===== config.mk =====
export PLATFORM = sky130hd
export DESIGN_NAME = dma_io_responder
export DESIGN_NICKNAME = d
export VERILOG_FILES = /design/src/rtl/dma_io_responder.sv
export SDC_FILE = /design/constraint.sdc
export NUM_CORES = 1
export LEC_CHECK = 0
export BUFFER_PORTS_ARGS = -buffer_cell sky130_fd_sc_hd__buf_2
export CAP_MARGIN = 0
export CORE_MARGIN = 5
export CORE_UTILIZATION = 30
export DETAILED_ROUTE_END_ITERATION = 10
export GPL_TIMING_DRIVEN = 0
export PLACE_DENSITY = 0.52
export SLEW_MARGIN = 15
export SYNTH_ARGS = -nofsm -noshare
export SYNTH_HDL_FRONTEND = slang
export SYNTH_SLANG_ARGS = --single-unit

===== constraint.sdc =====
create_clock -name clock -period 5.4 [get_ports clock]
set_clock_uncertainty 0.05 [all_clocks]
set_input_delay 0 -clock clock [delete_from_list [all_inputs] [get_ports clock]]
set_output_delay 0 -clock clock [all_outputs]
set_load 0.01 [all_outputs]

===== src/rtl/dma_io_responder.sv =====
// dma_io_responder: DMA-bus I/O port responder.
// Decodes DMA writes into a TX FIFO toward the device, and delivers device words
// from an RX FIFO to the DMA through a REQ/XFER handshake.
module dma_io_responder #(
    parameter int unsigned BASE_ADDR = 192,
    parameter int unsigned WINDOW    = 32,
    parameter int unsigned DATA_W    = 32,
    parameter int unsigned TX_DEPTH  = 8,
    parameter int unsigned RX_DEPTH  = 8
) (
    input  logic              clock,
    input  logic              reset,
    input  logic [7:0]        D_address,
    input  logic              D_IOWrite,
    input  logic              D_IOAck,
    input  logic [DATA_W-1:0] data_in,
    output logic              IOIP,
    output logic [DATA_W-1:0] data_out,
    output logic              data_valid,
    input  logic              dev_pop,
    output logic [DATA_W-1:0] dev_rdata,
    output logic              tx_empty,
    input  logic              dev_push,
    input  logic [DATA_W-1:0] dev_wdata,
    output logic              rx_full,
    output logic              tx_overflow,
    output logic              rx_overflow,
    output logic              ack_err
);

    localparam int unsigned TX_AW = $clog2(TX_DEPTH);
    localparam int unsigned TX_CW = TX_AW + 1;
    localparam int unsigned RX_AW = $clog2(RX_DEPTH);
    localparam int unsigned RX_CW = RX_AW + 1;

    localparam logic [8:0] WIN_LO = 9'(BASE_ADDR);
    localparam logic [8:0] WIN_HI = 9'(BASE_ADDR + WINDOW);

    typedef enum logic [1:0] {
        IDLE = 2'd0,
        REQ  = 2'd1,
        XFER = 2'd2
    } state_t;

    // ------------------------------------------------------------------
    // TX FIFO (DMA -> device)
    // ------------------------------------------------------------------
    logic [DATA_W-1:0] tx_mem [TX_DEPTH];
    logic [TX_AW-1:0]  tx_wr_ptr;
    logic [TX_AW-1:0]  tx_rd_ptr;
    logic [TX_CW-1:0]  tx_count;
    logic [TX_CW-1:0]  tx_count_nxt;
    logic [8:0]        addr9;
    logic              tx_hit;
    logic              tx_is_full;
    logic              tx_pop;
    logic              tx_push;
    logic              tx_drop;
    logic [DATA_W-1:0] tx_head_nxt;

    // Window decode, push/pop qualification and next head value for the registered dev_rdata.
    always_comb begin
        addr9        = {1'b0, D_address};
        tx_hit       = D_IOWrite && (addr9 >= WIN_LO) && (addr9 < WIN_HI);
        tx_is_full   = (tx_count == TX_CW'(TX_DEPTH));
        tx_pop       = dev_pop && (tx_count != '0);
        tx_push      = tx_hit && (!tx_is_full || tx_pop);
        tx_drop      = tx_hit && tx_is_full && !dev_pop;
        tx_count_nxt = tx_count + TX_CW'(tx_push) - TX_CW'(tx_pop);
        tx_head_nxt  = dev_rdata;
        if (tx_pop) begin
            // A lone remaining word is replaced by the same-cycle write, if any.
            tx_head_nxt = (tx_count == TX_CW'(1)) ? data_in : tx_mem[tx_rd_ptr + TX_AW'(1)];
        end else if (tx_push && (tx_count == '0)) begin
            tx_head_nxt = data_in;
        end
    end

    // TX storage write port; contents need no reset.
    always_ff @(posedge clock) begin
        if (tx_push) begin
            tx_mem[tx_wr_ptr] <= data_in;
        end
    end

    // TX pointers, occupancy, registered head/empty and overflow flag.
    always_ff @(posedge clock or posedge reset) begin
        if (reset) begin
            tx_wr_ptr   <= '0;
            tx_rd_ptr   <= '0;
            tx_count    <= '0;
            dev_rdata   <= '0;
            tx_empty    <= 1'b1;
            tx_overflow <= 1'b0;
        end else begin
            if (tx_push) begin
                tx_wr_ptr <= tx_wr_ptr + TX_AW'(1);
            end
            if (tx_pop) begin
                tx_rd_ptr <= tx_rd_ptr + TX_AW'(1);
            end
            tx_count  <= tx_count_nxt;
            dev_rdata <= tx_head_nxt;
            tx_empty  <= (tx_count_nxt == '0);
            if (tx_drop) begin
                tx_overflow <= 1'b1;
            end
        end
    end

    // ------------------------------------------------------------------
    // RX FIFO (device -> DMA) and handshake FSM
    // ------------------------------------------------------------------
    logic [DATA_W-1:0] rx_mem [RX_DEPTH];
    logic [RX_AW-1:0]  rx_wr_ptr;
    logic [RX_AW-1:0]  rx_rd_ptr;
    logic [RX_CW-1:0]  rx_count;
    logic [RX_CW-1:0]  rx_count_nxt;
    logic              rx_is_full;
    logic              rx_pop;
    logic              rx_push;
    logic              rx_drop;

    state_t            state_q;
    state_t            state_nxt;
    logic              ack_err_set;

    // RX push/pop qualification; the XFER pop frees a slot for a same-cycle push.
    always_comb begin
        rx_is_full   = (rx_count == RX_CW'(RX_DEPTH));
        rx_pop       = (state_q == XFER);
        rx_push      = dev_push && (!rx_is_full || rx_pop);
        rx_drop      = dev_push && rx_is_full && !rx_pop;
        rx_count_nxt = rx_count + RX_CW'(rx_push) - RX_CW'(rx_pop);
    end

    // Handshake next-state logic; an ack outside REQ is flagged and otherwise ignored.
    always_comb begin
        state_nxt   = state_q;
        ack_err_set = 1'b0;
        case (state_q)
            IDLE: begin
                if (D_IOAck) begin
                    ack_err_set = 1'b1;
                end
                if (rx_count != '0) begin
                    state_nxt = REQ;
                end
            end
            REQ: begin
                if (D_IOAck) begin
                    state_nxt = XFER;
                end
            end
            XFER: begin
                if (D_IOAck) begin
                    ack_err_set = 1'b1;
                end
                state_nxt = (rx_count_nxt != '0) ? REQ : IDLE;
            end
            default: begin
                state_nxt = IDLE;
            end
        endcase
    end

    // RX storage write port; contents need no reset.
    always_ff @(posedge clock) begin
        if (rx_push) begin
            rx_mem[rx_wr_ptr] <= dev_wdata;
        end
    end

    // State register.
    always_ff @(posedge clock or posedge reset) begin
        if (reset) begin
            state_q <= IDLE;
        end else begin
            state_q <= state_nxt;
        end
    end

    // RX pointers, occupancy, full/overflow flags.
    always_ff @(posedge clock or posedge reset) begin
        if (reset) begin
            rx_wr_ptr   <= '0;
            rx_rd_ptr   <= '0;
            rx_count    <= '0;
            rx_full     <= 1'b0;
            rx_overflow <= 1'b0;
        end else begin
            if (rx_push) begin
                rx_wr_ptr <= rx_wr_ptr + RX_AW'(1);
            end
            if (rx_pop) begin
                rx_rd_ptr <= rx_rd_ptr + RX_AW'(1);
            end
            rx_count <= rx_count_nxt;
            rx_full  <= (rx_count_nxt == RX_CW'(RX_DEPTH));
            if (rx_drop) begin
                rx_overflow <= 1'b1;
            end
        end
    end

    // DMA-facing outputs registered from the next state so they line up with it.
    always_ff @(posedge clock or posedge reset) begin
        if (reset) begin
            IOIP       <= 1'b0;
            data_valid <= 1'b0;
            data_out   <= '0;
            ack_err    <= 1'b0;
        end else begin
            IOIP       <= (state_nxt == REQ);
            data_valid <= (state_nxt == XFER);
            if (state_nxt == XFER) begin
                data_out <= rx_mem[rx_rd_ptr];
            end
            if (ack_err_set) begin
                ack_err <= 1'b1;
            end
        end
    end

endmodule

==> Word level (Yosys, flattened, before mapping) <==
Memory sizes are Yosys's and may differ from the RTL's. A register that Yosys moved wholly into a read port is not among the register bits.
Index checks and enable logic that the tools add are counted.
{ "totals": {"out_inout_bits": 71, "ramBits": 512, "ff_bits": 61, "latchBits": 0, "mem_count": 2, "in_bits": 78, "elab_cells": 72, "romBits": 0} }
{ "classes": {"div_mod_pow": 0, "reduce_logical": 24, "n_bitwise": 0, "n_mux": 13, "n_eq_ne": 8, "order_cmp": 2, "mul": 0, "shift": 0, "addsub": 8} }
{ "memory_table": {"columns": ["name", "depth", "word_bits", "read_ports", "rd_clocked_by_memory_dff", "write_ports", "line_no", "rtl"], "rows": [
  ["rx_mem", 8, 32, 1, 1, 1, "114", "logic [DATA_W-1:0] rx_mem [RX_DEPTH];"],
  ["tx_mem", 8, 32, 1, 0, 1, "48", "logic [DATA_W-1:0] tx_mem [TX_DEPTH];"]
]} }
{ "op_table": {"columns": ["op", "count"], "rows": [
  ["32-bit 2-to-1 mux", 3],
  ["3-bit by 1-bit adder with 3-bit output (second input constant)", 4],
  ["4-bit equality test (second input constant)", 3],
  ["4-bit nonzero test", 3],
  ["1-bit logical AND", 10],
  ["4-bit by 1-bit adder with 4-bit output", 2],
  ["8-bit >= comparator (second input constant)", 1],
  ["4-bit zero test", 2],
  ["8-bit < comparator (second input constant)", 1],
  ["4-bit by 1-bit subtractor with 4-bit output", 2],
  ["1-bit 2-to-1 mux", 7],
  ["2-bit case mux with 3 select lines", 1],
  ["2-bit by 1-bit equality test with 1-bit output (second input constant)", 2],
  ["2-bit equality test (second input constant)", 2],
  ["4-bit by 1-bit equality test with 1-bit output (second input constant)", 1],
  ["1-bit zero test", 4],
  ["2-bit 2-to-1 mux", 2],
  ["2-bit zero test", 1],
  ["1-bit logical OR", 2],
  ["2-bit nonzero test", 1],
  ["2-bit OR reduction", 1]
]} }

==> Logic depth before layout (Yosys ltp) <==
Gate-level depths: netlist (run 1).
{ "depth": {"depth_word": 10, "ltp_mapped": 11, "ltp_nobuf": 11} }

==> Worst setup path before layout (run 1) <==
Ideal clock, no wire load.
{ "synth_path": {"path_kind": "register to register", "from": "reg tx_count[2]", "to": "mem tx_mem[4][0] (enable)", "setup_time_ps": 513, "path_buffers": 0, "path_slack_ps": 399, "t_arrival_ps": 4438, "required_time_ps": 4837, "path_stages_with_launch": 6, "period_less_slack_ps": 5001, "path_cell_list": "dfrtp_1 > inv_1 > ha_1 > o211ai_1 > nand2_1 > nor4b_1"} }
{ "synth_via": {"elab_chain_len": 6, "word_cells_on_any_way": 8, "classes_between": "1 x eq/ne; 2 x mux; 5 x reduce/logical"} }
{ "synth_lines": {"columns": ["item", "line_no", "rtl"], "rows": [
  ["start: declaration", "51", "logic [TX_CW-1:0] tx_count;"],
  ["start signal: assignment", "102", "tx_count <= tx_count_nxt;"],
  ["4-bit equality test / 4-bit nonzero test (equally long branches)", "65, 66", null],
  ["1-bit zero test / 1-bit logical AND (equally long branches)", "67, 66", null],
  ["1-bit logical OR (*)", "67", "tx_push = tx_hit && (!tx_is_full || tx_pop);"],
  ["1-bit logical AND (*)", "67", null],
  ["1-bit 2-to-1 mux (*)", "81", "if (tx_push) begin"],
  ["1-bit 2-to-1 mux (implied by the code) (*)", "82", "tx_mem[tx_wr_ptr] <= data_in;"],
  ["end: declaration", "48", null]
]} }
Every way passes the cells marked *; elsewhere a longest branch is shown, timed or not.

==> Final worst setup path (run 1) <==
{ "layout_path": {"from": "reg state_q[0]", "to": "mem rx_mem[0][23] (enable)"} }
{ "layout_via": {"elab_chain_len": 5} }
{ "layout_lines": {"columns": ["item", "line_no", "rtl"], "rows": [
  ["start: declaration", "124", "state_t state_q;"],
  ["start signal: assignment", "179", "state_q <= state_nxt;"],
  ["2-bit equality test", "131", "rx_pop = (state_q == XFER);"],
  ["1-bit logical OR", "132", "rx_push = dev_push && (!rx_is_full || rx_pop);"],
  ["1-bit logical AND", "132", null],
  ["1-bit 2-to-1 mux", "169", "if (rx_push) begin"],
  ["1-bit 2-to-1 mux (implied by the code)", "170", "rx_mem[rx_wr_ptr] <= dev_wdata;"],
  ["end: declaration", "114", null]
]} }
Every way passes these cells.

==> out/qor.json, run 1 <==
{
  "drt-wirelength-per-cell_um": 21.5,
  "worstHoldPathCells": 5,
  "synthesis.nets": 1449,
  "worst_slew_pin_slew_ps": 985,
  "list_of_cells_traversed_by_the_critical_path": "nand2b_1 -> a31oi_1 -> nand2b_1 -> nor3_2 -> buf_4 -> buf_4 -> buf_4 -> buf_6 -> buf_6",
  "rows": 103,
  "nets": 1786,
  "port_buffers": 143,
  "r2r_setup_slack_ps": 2180,
  "max_cap_viol_count": 0,
  "critical-path-slowest-cell": "sky130_fd_sc_hd__a31oi_1",
  "hold_ws_ps": 44.7,
  "powerDensity_mw_per_mm2": 555,
  "cts-root-buf": "sky130_fd_sc_hd__clkbuf_16",
  "worst_slack_placed_ps": 2100,
  "fp.dieArea_mm2": 0.0851,
  "die_width_um": 292,
  "netlist_top_cells_area": "sky130_fd_sc_hd__edfxtp_1 (65%), sky130_fd_sc_hd__dfrtp_1 (9.7%), sky130_fd_sc_hd__mux2i_1 (8.1%)",
  "fillers": 7412,
  "layout_worst_path_cycle_share": 0.596,
  "netlist.area_leader.share": 0.645,
  "setup_tns_ps": 0,
  "drc": 0,
  "wirelength_um": 60100,
  "post-route-min-period_ps": 3220,
  "timing.critical_path.arrival_ps": 3480,
  "startpoint_class": "flip-flop",
  "crit_family": "simple AND/OR/NAND/NOR gates",
  "final_count_of_pins_violating_max_slew": 0,
  "fp.coreArea_mm2": 0.0789,
  "post-route-cell-area_mm2": 0.0295,
  "reg_to_reg_end": "rx_mem[0][23]$_DFFE_PP_",
  "grt_pass1_wl_um": 90300,
  "detailed_placer_s_ending_hpwl_um": 39800,
  "cts_tree": "yes",
  "synthesis.instances": 1354,
  "clk_path_buf_depth": 3,
  "final_cell_mix": "sky130_fd_sc_hd__edfxtp_1 (512), sky130_fd_sc_hd__mux2i_1 (193), sky130_fd_sc_hd__buf_2 (178)",
  "fraction_of_layout_cells_with_a_size_suffix_above_1": 0.241,
  "crit_top_cell": "sky130_fd_sc_hd__buf_4",
  "boundaryPins": 149,
  "first_pass_iters": 5,
  "drt_iter0_markers": 806,
  "die_h_um": 292,
  "worstSkewPairLatency_ps": 610,
  "setup_viol": 0,
  "post_route_setup_slack_ps": 2180,
  "cp.buffers_inverters": 5,
  "timing.critical_path.to_type": "flip-flop",
  "post_cts_resize_count": 0,
  "cts_post_setup_buffers_inserted": 0,
  "synth_seq_area_share": 0.743,
  "outcome": "completed",
  "critical_path_required_ps": 5660,
  "dpl.cell_count": 2601,
  "worst_setup_hold_path_clk_slew_ps": 60,
  "hold_viol": 0,
  "area_growth_pct": 23.8,
  "dpl_cell_area_mm2": 0.0265,
  "gpl.final_weighted_congestion": 0.732,
  "total_power_mw": 16.4,
  "fmax_ghz": 0.311,
  "vias_per_cell": 4.72,
  "numClockSinks": 605,
  "ys_seq_elements": 605,
  "cts_inserted_buffers": 69,
  "timing.hold.worst_endpoint": "tx_wr_ptr[2]$_DFFE_PP0P_",
  "number_of_global_route_vias_before_repair": 14000,
  "timing.setup.critical_path_class": "reg2reg",
  "via_count": 13200,
  "post_cts_hold_buffer_count": 69,
  "post_synth.cell_area_avg_um2": 17.6,
  "rr_worst_depth": 9,
  "ff_latch_area_mm2": 0.0177,
  "worst_ir_drop_vdd_v": 0.000338,
  "area_taken_by_multi_input_logic_gates_mm2": 0.00576,
  "crit_path_max_incr_delay_ps": 450,
  "critical_path.max_fanout": 8,
  "global_route_congestion_overflow_total": 0,
  "holdCritStartpoint": "D_address[5]",
  "worst_hold_path_type": "in2reg",
  "synth_ff_type": "sky130_fd_sc_hd__edfxtp_1",
  "syn_area_mm2": 0.0238,
  "finalNonFillerCells": 2799,
  "power.leakage_nw": 10.6,
  "layout.cells.most_common": "sky130_fd_sc_hd__edfxtp_1",
  "ys_types": 43,
  "h-tree-depth": 3,
  "share_of_flip_flops_with_an_asynchronous_set_or_reset": 0.154,
  "rsz0062_at_grt": "no",
  "start_of_the_worst_register_to_register_path": "state_q[0]$_DFF_PP0_",
  "grt.total_usage": 0.139,
  "ys.warnings.count": 0,
  "drtAntennaViolNets": 0,
  "grt_antenna_before_repair": 1,
  "synth_edf_count": 512,
  "grt_start_max_net_pins": 55,
  "final_util": 0.374,
  "netlist.top_cell.by_area": "sky130_fd_sc_hd__edfxtp_1",
  "worst_slew_margin_rel": 0.343,
  "initial_core_util": 0.302
}
area by class of cell:
cell class | instances | area share
Antenna cell | 1 | 0.0000849
Buffer | 82 | 0.0128
Clock buffer | 91 | 0.0641
Clock inverter | 37 | 0.0142
Inverter | 22 | 0.00297
Multi-Input combinational cell | 645 | 0.195
Sequential cell | 605 | 0.600
Tap cell | 1050 | 0.0446
Timing Repair Buffer | 266 | 0.0655
how the worst max path moves through the flow:
stage,from,end,slack (ps),cells after the start
4_1_cts,state_q[0]$_DFF_PP0_,rx_mem[0][21]$_DFFE_PP_,2090,9
3_5_place_dp,state_q[0]$_DFF_PP0_,rx_mem[0][10]$_DFFE_PP_,2100,9
6_report,state_q[0]$_DFF_PP0_,rx_mem[0][23]$_DFFE_PP_,2180,9
5_1_grt,state_q[0]$_DFF_PP0_,rx_mem[0][23]$_DFFE_PP_,1950,9
3_3_place_gp,tx_count[2]$_DFF_PP0_,tx_mem[1][26]$_DFFE_PP_,-3450,5
2_1_floorplan,tx_count[2]$_DFF_PP0_,tx_mem[4][0]$_DFFE_PP_,400,5
Yosys cell counts (all sizes together), types with 5 or more instances:
cell and count:
o21ai 65, nand2b 5, nor2 10, nand4 33, ha 15, xnor2 9
dfrtp 92, nand2 49, nand3 131, inv 22, a21boi 32, mux2i 193
clkbuf 43, mux4 64, buf 39, edfxtp 512
worst register-to-register path, cell delays in order, from the launching register on:
cell	delay, ps
sky130_fd_sc_hd__dfrtp_1	410
sky130_fd_sc_hd__nand2b_1	310
sky130_fd_sc_hd__a31oi_1	450
sky130_fd_sc_hd__nand2b_1	330
sky130_fd_sc_hd__nor3_2	380
sky130_fd_sc_hd__buf_4	280
sky130_fd_sc_hd__buf_4	230
sky130_fd_sc_hd__buf_4	200
sky130_fd_sc_hd__buf_6	150
sky130_fd_sc_hd__buf_6	150
cells by family after synthesis:
| logic type | Yosys count | synth area share |
|---|---|---|
| multiplexers | 259 | 0.143 |
| AO/OA/AOI/OAI | 112 | 0.0286 |
| adder cells (fa/ha/maj) | 17 | 0.00956 |
| XOR/XNOR | 13 | 0.00541 |
| AND/OR/NAND/NOR | 244 | 0.0515 |
| buffers and inverters | 104 | 0.0193 |
| flip-flops | 605 | 0.743 |
metal layers:
metal / vias up / part of all wire / track usage
met5: - / 0 / 0
met4: 0 / 0.019 / 0.0336
met3: 76 / 0.050 / 0.0307
met2: 324 / 0.52 / 0.247
met1: 6796 / 0.42 / 0.174
li1: 6002 / - / -
power by group:
part	internal (mW)	switching (mW)	total, mW
Sequential	5.75	0.311	6.06
Clock	2.71	1.94	4.65
Combinational	2.21	3.45	5.65
state kept, by name (all words and copies together) (netlist names), 2 cells and up:
| signal | flops |
|---|---|
| rx_mem | 256 |
| data_out | 32 |
| tx_wr_ptr | 3 |
| rx_wr_ptr | 3 |
| rx_count | 4 |
| dev_rdata | 32 |
| tx_rd_ptr | 3 |
| state_q | 2 |
| rx_rd_ptr | 3 |
| tx_count | 4 |
| tx_mem | 256 |
Note: power is estimated with default switching activity, not from simulation.
==> run 2: changes to the inputs <==
Settings changed: ABC_AREA set to 1.
Clock period 5.4 ns to 2.79 ns, I/O delays scaled along.
==> run 2 against run 1 <==
Core utilization up 0.38 points. Flip-flop and latch count unchanged. Combinational power up 100%. Register-to-register slack worse by 2000 ps. Die area up 4.5%. First-iteration DRC count up 72%. Clock power up 98%. Sequential power up 91%. Clock-buffer cell count up 1. Hold slack better by 0.69 ps. Area after synthesis up 4.6%.
==> out/qor.json, run 2 <==
{
  "timing.setup.critical_path_class": "reg2reg",
  "first_pass_iters": {"value": 5, "change": "unchanged"},
  "initial_core_util": {"value": 0.303, "change": "+0.00105"},
  "fmax": {"value": 0.381, "unit": "GHz", "change": "+23%"},
  "fp.coreArea": {"value": 0.0822, "unit": "mm²", "change": "+4.3%"},
  "rr_worst_depth": {"value": 16, "change": "+7"},
  "wirelength": {"value": 71500, "unit": "µm", "change": "+19%"},
  "p_sw": {"value": 12.3, "unit": "mW", "change": "+120%"},
  "global_route_congestion_overflow_total": {"value": 0, "change": "unchanged"},
  "drt_iter0_markers": {"value": 1387, "change": "+72%"},
  "synthesis.instances": {"value": 2233, "change": "+65%"},
  "pwr-share-clk": {"value": 0.285, "change": "about the same"},
  "boundaryPins": {"value": 149, "change": "unchanged"},
  "ys.warnings.count": {"value": 0, "change": "unchanged"},
  "largest_registers": "rx_mem x256, tx_mem x256",
  "clk_path_buf_depth": {"value": 3, "change": "unchanged"},
  "final_util": {"value": 0.378, "change": "+0.00383"},
  "power.share.switching": {"value": 0.380, "change": "+0.0315"},
  "critical-path-slowest-cell": "sky130_fd_sc_hd__dfrtp_1",
  "crit_path_max_incr_delay": {"value": 370, "unit": "ps", "change": "-80 ps"},
  "worst_slack_placed": {"value": -687, "unit": "ps", "change": "-2790 ps"},
  "layout.cells.most_common": "sky130_fd_sc_hd__nand2_1",
  "timing.hold.worst_endpoint": "dev_rdata[30]$_DFFE_PP0P_",
  "sequentialPowerShare": {"value": 0.359, "change": "-0.011"},
  "post_route_setup_slack": {"value": 166, "unit": "ps", "change": "-2010 ps"},
  "worstHoldPathCells": {"value": 6, "change": "+1"},
  "timing.critical_path.arrival": {"value": 3100, "unit": "ps", "change": "-380 ps"},
  "r2r_setup_slack": {"value": 170, "unit": "ps", "change": "-2010 ps"},
  "number_of_global_route_vias_before_repair": {"value": 17700, "change": "+27%"},
  "synthesis.nets": {"value": 2328, "change": "+61%"},
  "gpl.final_weighted_congestion": {"value": 0.791, "change": "+8.1%"},
  "worstSkewPairLatency": {"value": 620, "unit": "ps", "change": "about the same"},
  "dpl.cell_count": {"value": 3469, "change": "+33%"},
  "worst_slew_pin_slew": {"value": 907, "unit": "ps", "change": "-77.9 ps"},
  "reg_to_reg_end": "tx_empty$_DFF_PP1_",
  "post-route-min-period": {"value": 2620, "unit": "ps", "change": "-596 ps"},
  "powerDensity": {"value": 1040, "unit": "mW/mm²", "change": "+87%"},
  "via_count": {"value": 17300, "change": "+31%"},
  "final_count_of_pins_violating_max_slew": {"value": 0, "change": "unchanged"},
  "finalNonFillerCells": {"value": 3690, "change": "+32%"},
  "grt_pass1_wl": {"value": 109000, "unit": "µm", "change": "+20%"},
  "cts_tree": "yes",
  "share_of_flip_flops_with_an_asynchronous_set_or_reset": {"value": 0.154, "change": "unchanged"},
  "pwr-share-comb": {"value": 0.356, "change": "+0.011"},
  "vias_per_cell": {"value": 4.70, "change": "-0.41%"},
  "h-tree-depth": {"value": 3, "change": "unchanged"},
  "holdCritStartpoint": "dev_pop",
  "drc": {"value": 0, "change": "unchanged"},
  "synth_top_cells_by_count": "sky130_fd_sc_hd__nand2_1 (586), sky130_fd_sc_hd__edfxtp_1 (512), sky130_fd_sc_hd__nand3_1 (312)",
  "synth_ff_type": "sky130_fd_sc_hd__edfxtp_1",
  "netlist_top_cells_area": "sky130_fd_sc_hd__edfxtp_1 (62%), sky130_fd_sc_hd__dfrtp_1 (9.2%), sky130_fd_sc_hd__nand2_1 (8.8%)",
  "total_power": {"value": 32.3, "unit": "mW", "change": "+97%"},
  "critical_path.max_fanout": {"value": 8, "change": "unchanged"},
  "die_h": {"value": 298, "unit": "µm", "change": "+2.2%"},
  "startpoint_class": "flip-flop",
  "drtAntennaViolNets": {"value": 0, "change": "unchanged"},
  "crit_top_cell": "sky130_fd_sc_hd__inv_1",
  "synth_most_common_cell": "sky130_fd_sc_hd__nand2_1",
  "worst_ir_drop_vdd": {"value": 0.000487, "unit": "V", "change": "+44%"},
  "power.leakage": {"value": 12.5, "unit": "nW", "change": "+18%"},
  "worst_setup_hold_path_clk_slew": {"value": 60, "unit": "ps", "change": "about the same"},
  "setup_viol": {"value": 0, "change": "unchanged"},
  "port_buffers": {"value": 143, "change": "unchanged"},
  "post_synth.cell_area_avg": {"value": 11.2, "unit": "µm²", "change": "-37%"},
  "worst_slew_margin_rel": {"value": 0.395, "change": "+0.0519"},
  "fraction_of_layout_cells_with_a_size_suffix_above_1": {"value": 0.152, "change": "-0.0893"},
  "fillers": {"value": 7919, "change": "+6.8%"},
  "hold_viol": {"value": 0, "change": "unchanged"},
  "grt_antenna_before_repair": {"value": 2, "change": "+1"},
  "critical_path_required": {"value": 3270, "unit": "ps", "change": "-2390 ps"},
  "nets": {"value": 2658, "change": "+49%"},
  "rsz0062_at_grt": "no",
  "start_of_the_worst_register_to_register_path": "tx_count[2]$_DFF_PP0_",
  "synth_seq_area_share": {"value": 0.710, "change": "-0.0329"},
  "netlist.top_cell.by_area": "sky130_fd_sc_hd__edfxtp_1",
  "netlist.area_leader.share": {"value": 0.617, "change": "-0.0286"},
  "detailed_placer_s_ending_hpwl": {"value": 47500, "unit": "µm", "change": "+19%"},
  "setup_tns": {"value": 0, "unit": "ps", "change": "unchanged"},
  "synth_edf_count": {"value": 512, "change": "unchanged"},
  "ys_types": {"value": 32, "change": "-26%"},
  "fp.dieArea": {"value": 0.0890, "unit": "mm²", "change": "+4.5%"},
  "grt.total_usage": {"value": 0.158, "change": "+0.0186"},
  "numClockSinks": {"value": 605, "change": "unchanged"},
  "cts_inserted_buffers": {"value": 69, "change": "unchanged"},
  "rows": {"value": 105, "change": "+1.9%"},
  "area_growth_pct": 24.6,
  "outcome": "completed",
  "final_cell_mix": "sky130_fd_sc_hd__nand2_1 (584), sky130_fd_sc_hd__edfxtp_1 (512), sky130_fd_sc_hd__nand3_1 (309)",
  "grt_start_max_net_pins": {"value": 58, "change": "+5.5%"},
  "cts-root-buf": "sky130_fd_sc_hd__clkbuf_16",
  "die_width": {"value": 298, "unit": "µm", "change": "+2.2%"},
  "p_int": {"value": 20.0, "unit": "mW", "change": "+88%"},
  "worst_hold_path_type": "in2reg",
  "max_cap_viol_count": {"value": 0, "change": "unchanged"},
  "drt-wirelength-per-cell": {"value": 19.4, "unit": "µm", "change": "-9.8%"},
  "list_of_cells_traversed_by_the_critical_path": "inv_2 -> ha_4 -> nand3_4 -> nand2_4 -> buf_8 -> buf_8 -> inv_1 -> ha_4 -> inv_1 -> ha_2 -> inv_1 -> fa_2 -> xnor2_2 -> nor2_1 -> nand2_1 -> nor2_1",
  "layout_worst_path_cycle_share": {"value": 0.941, "change": "+0.344"},
  "ys_seq_elements": {"value": 605, "change": "unchanged"},
  "syn_area": {"value": 0.0249, "unit": "mm²", "change": "+4.6%"},
  "timing.critical_path.to_type": "flip-flop"
}
==> run 2: critical path, delay by kind of cell, from the launching register on <==
kind                       cells  cell delay [ps]
adders and majority gates      4              920
buffers and inverters          6              590
and+or+nand+nor                5              470
DFF                            1              370
xor gates and xnor gates       1              150
==> run 2: final cells by class <==
type,count,area (µm²),share of cell area
multi-input cells,1278,6020,0.194
clock inverters,35,460,0.0148
plain buffers,122,592,0.0191
diodes,1,2.50,0.0000806
clock buffers,92,1880,0.0606
flip-flops and latches,605,17700,0.570
repair buffers,259,2200,0.0709
inverters,228,863,0.0278
well taps,1070,1340,0.0431
==> run 2: kinds of logic (layout without fill, tap and decap cells) <==
kind of cell	after synthesis	count (layout)	share of synthesized area
other	0	1	0
DFF	605	605	0.710
AOI/OAI and AO/OA	178	178	0.0416
buffers and inverters	350	736	0.0572
and+or+nand+nor	1073	1073	0.178
adders and majority gates	17	17	0.00914
xor gates and xnor gates	10	10	0.00351
==> run 2: routing by layer <==
| metal | wire length [µm] | track usage | vias up |
|---|---|---|---|
| li1 | - | - | 8192 |
| met1 | 29700 | 0.198 | 8447 |
| met2 | 35900 | 0.280 | 557 |
| met3 | 3940 | 0.0251 | 132 |
| met4 | 1990 | 0.0477 | 0 |
| met5 | 0 | 0 | - |
==> run 2: worst max path at each step <==
stage,endpoint,startpoint,depth (start not counted)
after global routing,tx_empty$_DFF_PP1_,tx_count[2]$_DFF_PP0_,16
after floorplan,tx_mem[0][0]$_DFFE_PP_,tx_count[2]$_DFF_PP0_,8
after CTS,tx_empty$_DFF_PP1_,tx_count[1]$_DFF_PP0_,15
final,tx_empty$_DFF_PP1_,tx_count[2]$_DFF_PP0_,16
after detailed placement,tx_empty$_DFF_PP1_,tx_count[2]$_DFF_PP0_,16
after global placement,tx_mem[2][9]$_DFFE_PP_,tx_count[2]$_DFF_PP0_,8
==> run 2: power by group through the flow <==
stage	Combinational, mW	Clock [mW]	Sequential, mW
after CTS	11.6	9.38	11.6
after global routing	12.8	9.77	11.7
after global placement	10.9	0	11.8
after floorplan	6.56	0	11.9
final	11.5	9.22	11.6
after detailed placement	11.3	0	11.8
==> run 2: what timing repair did <==
action,CTS,global route
pin swaps,4,9
gates resized for setup,22,10
endpoints found under the setup margin,207,70
endpoints found under the hold margin,656,0
hold buffers,77,0
buffers inserted,5,12
gates cloned,0,0
==> run 2: stage by stage <==
| stage | instance area [µm²] | hold WS (ps) |
|---|---|---|
| after floorplan | 24900 | 48.9 |
| after global routing | 31100 | 44.0 |
| after CTS | 30900 | 7.57 |
| final | 31100 | 45.4 |
| after global placement | 27000 | 214 |
| after detailed placement | 27700 | -8.58 |
